--- config.mk ---
export PLATFORM = sky130hd
export DESIGN_NAME = mem_responder
export DESIGN_NICKNAME = d
export VERILOG_FILES = /design/src/rtl/mem_responder.sv
export SDC_FILE = /design/constraint.sdc
export NUM_CORES = 2
export LEC_CHECK = 0
export ABC_AREA = 1
export CAP_MARGIN = 30
export CELL_PAD_IN_SITES_DETAIL_PLACEMENT = 1
export CELL_PAD_IN_SITES_GLOBAL_PLACEMENT = 1
export CORE_MARGIN = 10
export CORE_UTILIZATION = 55
export CTS_CLUSTER_SIZE = 28
export DETAILED_ROUTE_END_ITERATION = 8
export GPL_TIMING_DRIVEN = 0
export PLACE_DENSITY_LB_ADDON = 0.1
export REMOVE_ABC_BUFFERS = 1
export SETUP_SLACK_MARGIN = 0.2
export SLEW_MARGIN = 20
export SYNTH_ARGS = -nofsm -noshare
export SYNTH_HDL_FRONTEND = slang
export SYNTH_SLANG_ARGS = --single-unit
--- constraint.sdc ---
create_clock -name clk -period 3.05 [get_ports clk]
set_input_delay 0.305 -clock clk [delete_from_list [all_inputs] [get_ports clk]]
set_output_delay 0.305 -clock clk [all_outputs]
set_load 0.03 [all_outputs]
--- src/rtl/mem_responder.sv ---
// mem_responder: behavioural memory responder for the MemBus request/response
// protocol. Holds a flat word-addressed array, accepts one READ or WRITE per
// cycle without backpressure, and returns read data after a fixed LATENCY.
//
// Optional feature macro: MEM_CLEAR_EN
//   defined   -> after reset a CLEAR sweep writes 0 to every word, one address
//                per cycle, while busy is high and requests are dropped.
//   undefined -> no sweep; busy is tied 0 and unwritten words are undefined.
//
// Parameters:
//   ADDR_WIDTH  word-address width (array holds 2**ADDR_WIDTH words)
//   DATA_WIDTH  word width
//   LATENCY     request-to-response cycles, legal range 1..16
//
// Ports:
//   clk       rising-edge clock
//   rst       asynchronous active-high reset (clears control, not the array)
//   req_op    0 = INVALID, 1 = READ, 2 = WRITE, 3 = treated as INVALID
//   req_addr  word address, sampled on READ/WRITE
//   req_data  write data, sampled on WRITE
//   rsp_vld   one-cycle pulse per accepted read
//   rsp_data  read data; holds its last value between pulses
//   busy      high while requests are ignored (clear sweep in progress)
module mem_responder #(
  parameter int ADDR_WIDTH = 6,
  parameter int DATA_WIDTH = 32,
  parameter int LATENCY    = 4
) (
  input  logic                  clk,
  input  logic                  rst,
  input  logic [1:0]            req_op,
  input  logic [ADDR_WIDTH-1:0] req_addr,
  input  logic [DATA_WIDTH-1:0] req_data,
  output logic                  rsp_vld,
  output logic [DATA_WIDTH-1:0] rsp_data,
  output logic                  busy
);

  localparam int         DEPTH    = 1 << ADDR_WIDTH;
  localparam logic [1:0] OP_READ  = 2'd1;
  localparam logic [1:0] OP_WRITE = 2'd2;

  logic [DATA_WIDTH-1:0] mem_q [DEPTH];
  logic                  accept;
  logic                  rd_acc;
  logic                  wr_acc;
  logic [DATA_WIDTH-1:0] rd_word;
  logic [LATENCY-1:0]    vld_q;
  logic [DATA_WIDTH-1:0] rsp_data_q;
  logic                  out_en;
  logic [DATA_WIDTH-1:0] out_in;
  logic                  clr_we;
  logic [ADDR_WIDTH-1:0] clr_addr;
  logic                  busy_int;

`ifdef MEM_CLEAR_EN
  typedef enum logic {ST_CLEAR, ST_READY} state_t;

  localparam logic [ADDR_WIDTH-1:0] ADDR_ONE = {{(ADDR_WIDTH-1){1'b0}}, 1'b1};

  state_t                state_q;
  logic [ADDR_WIDTH-1:0] clr_addr_q;
  logic                  busy_q;

  // Sweep FSM: one zero-write per cycle; leaves CLEAR on the edge that
  // writes the last address and never returns except through reset.
  always_ff @(posedge clk or posedge rst) begin
    if (rst) begin
      state_q    <= ST_CLEAR;
      clr_addr_q <= '0;
      busy_q     <= 1'b1;
    end else begin
      case (state_q)
        ST_CLEAR: begin
          clr_addr_q <= clr_addr_q + ADDR_ONE;
          if (&clr_addr_q) begin
            state_q <= ST_READY;
            busy_q  <= 1'b0;
          end
        end
        default: begin
          state_q <= ST_READY;
          busy_q  <= 1'b0;
        end
      endcase
    end
  end

  assign busy_int = busy_q;
  assign clr_we   = !rst && (state_q == ST_CLEAR);
  assign clr_addr = clr_addr_q;
`else
  assign busy_int = 1'b0;
  assign clr_we   = 1'b0;
  assign clr_addr = '0;
`endif

  assign busy = busy_int;

  // Requests presented while reset is held are never accepted.
  assign accept = !rst && !busy_int;
  assign rd_acc = accept && (req_op == OP_READ);
  assign wr_acc = accept && (req_op == OP_WRITE);

  // Only one op per cycle, so a write at edge N is already in the array when
  // a read at edge N+1 samples it; no bypass path is needed.
  assign rd_word = mem_q[req_addr];

  // Array: not reset; the sweep (when compiled in) has priority over requests.
  always_ff @(posedge clk) begin
    if (clr_we) begin
      mem_q[clr_addr] <= '0;
    end else if (wr_acc) begin
      mem_q[req_addr] <= req_data;
    end
  end

  // Valid pipeline: advances every cycle, cleared asynchronously by reset.
  always_ff @(posedge clk or posedge rst) begin
    if (rst) begin
      vld_q <= '0;
    end else begin
      vld_q[0] <= rd_acc;
      for (int i = 1; i < LATENCY; i++) begin
        vld_q[i] <= vld_q[i-1];
      end
    end
  end

  // Data pipeline: each stage loads only when the word entering it is valid,
  // which lets the output register hold its last value between responses.
  if (LATENCY == 1) begin : g_nomid
    assign out_en = rd_acc;
    assign out_in = rd_word;
  end else begin : g_mid
    logic [DATA_WIDTH-1:0] dat_q [LATENCY-1];

    always_ff @(posedge clk) begin
      if (rd_acc) begin
        dat_q[0] <= rd_word;
      end
      for (int i = 1; i < LATENCY - 1; i++) begin
        if (vld_q[i-1]) begin
          dat_q[i] <= dat_q[i-1];
        end
      end
    end

    assign out_en = vld_q[LATENCY-2];
    assign out_in = dat_q[LATENCY-2];
  end

  // Output stage: reset to 0, otherwise updated only by a valid word.
  always_ff @(posedge clk or posedge rst) begin
    if (rst) begin
      rsp_data_q <= '0;
    end else if (out_en) begin
      rsp_data_q <= out_in;
    end
  end

  assign rsp_vld  = vld_q[LATENCY-1];
  assign rsp_data = rsp_data_q;

endmodule

; ---- Word level (Yosys, flattened, before mapping)
; Memories as Yosys holds them, arrays and structs flattened. A register that Yosys moved wholly into a read port is not among the register bits.
; Index checks and enable logic that the tools add are counted.
[word_totals]
output_inout_bits = 34
ram_bits = 2144
register_bits = 4
elab_cells = 16
inputBits = 42
n_memories = 2
[mem_list]
columns = memory, depth, width, rd, rd_ports_with_merged_regs, wr, line
row1 = mem_q, 64, 32, 1, 0, 1, 43  ; logic [DATA_WIDTH-1:0] mem_q [DEPTH];
row2 = g_mid.dat_q, 3, 32, 3, 1, 3, 136  ; logic [DATA_WIDTH-1:0] dat_q [LATENCY-1];
[classes]
reduce_logical = 3
eq_ne = 2
mux = 8
[op_table]
columns = op, n
row1 = $mux 1, 8
row2 = $eq 2x1->1 const B, 1
row3 = $eq 2x2->1 const B, 1
row4 = $logic_and 1x1->1, 2
row5 = $logic_not 1->1, 1

; ---- Logic depth before layout (Yosys ltp)
[depth]
ltp_word = 4
mapped_depth = 15
depth_no_buf = 11

; ---- Least setup slack after synthesis
; Ideal clock, no wire load.
[synth_path]
kind = input to register
start = input rst
end = memory mem_q[60][0] (enable)
setup_ns = 0.502
path_stages = 5
path_slack_ns = -2.314
arrival_ns = 4.863
t_required_ns = 2.548
path_buffers = 0
path_cell_list = inv_1 -> nand3_1 -> clkinv_1 -> nand2_1 -> nor4_1
[synth_between]
elab_chain_cells = 4
[synth_lines]
columns = element, line
row1 = start: declaration, 30  ; input logic rst,
row2 = $logic_not 1->1 (no line), -
row3 = $logic_and 1x1->1, 103  ; assign wr_acc = accept && (req_op == OP_WRITE);
row4 = $mux 1, 113  ; end else if (wr_acc) begin
row5 = $mux 1 (implied by the code), 114  ; mem_q[req_addr] <= req_data;
row6 = end: declaration, 43
; No other way between the ends.

; ---- Worst setup path in the final report
[layout_path]
start = input req_addr[1]
end = memory mem_q[59][27] (enable)
[layout_lines]
columns = element, line
row1 = start: declaration, 32  ; input logic [ADDR_WIDTH-1:0] req_addr,
; Straight into the memory's write port.

==> impl_metrics.ini <==
[run_status]
status = finished clean

[finish]
fin_area_um2 = 105000
layout-drive-gt1-share_pct = 9.14
syn_to_final_growth_pct = 16.9
multiInputGateArea_um2 = 23400
stdcell_count = 11200
final_cell_mix = nand2_1 (5,731), edfxtp_1 (2,144), clkbuf_16 (230)
layout.nets = 8853
register_area_um2 = 65300
fillers = 16600
final_common_cell = nand2_1

[routing]
postRouteAntennaNets = 0
routed_wl_um = 329000
routed_via_density = 6.01
routedWlPerCell_um = 29.4
dr.first_iter.drc_count = 8950
route.detailed.drc = 0
drt_first_pass_iters = 6
vias = 67200

[critical_path]
path_class = in -> reg
worstPathMaxFanout = 70
cp_data_arrival_time_ns = 3.60
cp_data_required_time_ns = 3.62
worst_setup_path_end_kind = register
cp-start-kind = input port

[clock_tree]
cts.sinks = 2180
clock_path_buffers = 3
cts-buffers-inserted = 219
h-tree-depth = 4
worst_skew_pair.late_latency_ns = 0.88
root_buffer = clkbuf_16
cts_tree = yes
clkSlewWorstSetupHoldPaths_ns = 0.06

[die]
io_pins = 76
core_area_um2 = 163000
rows = 148
die_height_um = 425
die_area_um2 = 181000
initial_core_util_pct = 55.4
die_w_um = 425

[global_routing]
gr-total-overflow = 0
grt_use_total_pct = 35.4
grt_max_degree = 163
first_global_vias = 71100
antenna_found_initial = 22
grt_pass1_wl_um = 470000

[sta]
fin_crit_sh_pct = 99.2
rsz0062_at_grt = false
timing.final.crit_period_ns = 3.03
skew_ns = 0.0331
setup_ws_ns = 0.0242
setup_viol = 0
fmax_mhz = 330
maxSlewViolCount = 0
worstMarginPinSlew_ns = 0.994
max-slew-margin-rel_pct = 33.7
hold_viol = 0

[yosys]
synth_compound_area_share_pct = 0.0805
synthMuxAreaShare_pct = 0.399
synth_top_family_by_area = simple AND/OR/NAND/NOR gates
synthAdderAreaFrac_pct = 0
syn-cell-area_um2 = 90200
synthCells = 8591
yosys.area_share.xor_xnor_pct = 0
ys_seq_elements = 2180
synth_cell_types = 26
synth_simple_gate_area_share_pct = 24.7
yosysSeqAreaShare_pct = 72.4
syn_avg_cell_area_um2 = 10.5
ys_warn_count = 0

[job]
max_cap_viol_count = 0

[place]
place_ws_ns = -2.23
placed_cell_area_um2 = 96600
place_inst = 10600
place.gp.congestion = 0.814
io_buffers = 74
dp_hpwl_um = 180000

[power]
power_mw = 65.0
vdd_drop_max_v = 0.000620
p_per_area_nw_per_um2 = 616
power_leakage_nw = 43.8

[worst_hold_path]
hp-class = in -> reg
layer usage:
layer	wire [µm]	vias up	GRT usage (%)
li1	-	28300	-
met1	117000	33700	44.1
met2	155000	4092	56.9
met3	34300	1087	7.45
met4	23100	18	21.4
met5	106	-	0
path summary, 6_finish.rpt:
path	from	to	depth (start not counted)	slack, ns
setup / recovery	req_addr[1]	mem_q[59][27]	11	0.02
hold / removal	req_data[8]	mem_q[16][8]	1	0.02
setup reg to reg	mem_q[41][24]	g_mid.dat_q[0][24]	10	0.85
hold reg to reg	g_mid.dat_q[1][27]	g_mid.dat_q[2][27]	0	0.42
max in group asynchronous	rst	vld_q[0]	3	2.23
min in group asynchronous	rst	rsp_data[23]	3	0.45
flip-flops by register name (all words and copies together), names as in the netlist:
| register | flops |
|---|---|
| g_mid.dat_q | 96 |
| mem_q | 2048 |
| rsp_data | 32 |
| vld_q | 4 |
synthesized netlist by cell type (all sizes together):
library cell  number  share of area (%)
nand2           5733                 24
edfxtp          2144                 71
buf              294                1.8
nor2             134               0.56
clkbuf           133               0.55
dfrtp             36                1.0
inv               35               0.15
mux2              32               0.40
nor3              16               0.14
nand3             12              0.067
o21ai              7              0.039
or2                6              0.042
o211ai             5              0.042
clkinv             1             0.0042
conb               1             0.0042
nand4              1             0.0069
nor4               1             0.0069
worst max-delay path, stage by stage:
cell    delay (ns)
buf_12        0.27
buf_16        0.24
inv_8         0.13
buf_16        0.23
nor2_2        0.60
inv_1         0.30
nor3_4        0.54
buf_6         0.24
buf_6         0.16
buf_4         0.21
buf_6         0.16
logic make-up (layout without fill, tap and decap cells):
kind of cell,Yosys count,after routing
flops,2180,2180
compound gates,12,12
other cells,1,8
mux,32,32
simple gates,5903,5903
buf+inv,463,873
per-stage QoR:
step	TNS (ns)	util (%)	hold slack [ns]
4_1_cts	0	64.5	0.0129
3_5_place_dp	-2358.74	59.3	0.406
5_1_grt	0	64.7	0.0459
6_report	0	64.7	0.0244
2_1_floorplan	-8175.69	-	0.400
3_3_place_gp	-	56.2	0.401
cell type report:
class	count	share of cell area (%)
clock inverter	131	0.999
antenna	7	0.0166
timing repair buffer	425	6.56
multi-input combinational	5948	22.2
clock buffer	280	5.58
sequential	2180	61.9
tap	2175	2.58
inverter	36	0.158
timing repair inverter	1	0.00830
where the power goes:
part           switching [mW]  internal, mW  total (mW)
combinational            3.57          1.24        4.81
clock                    12.1          14.9        27.0
sequential              0.105          33.1        33.2
total                    15.7          49.2        65.0
repair_timing:
item                       4_1_cts  5_1_grt
setup endpoints to repair     1429      451
pin swaps                       28        8
hold buffers                    31        0
hold endpoints to repair       634        0
gates cloned                    12        5
buffers inserted                56       21
resized for setup               29       27
Note: power is estimated with default switching activity, not from simulation.
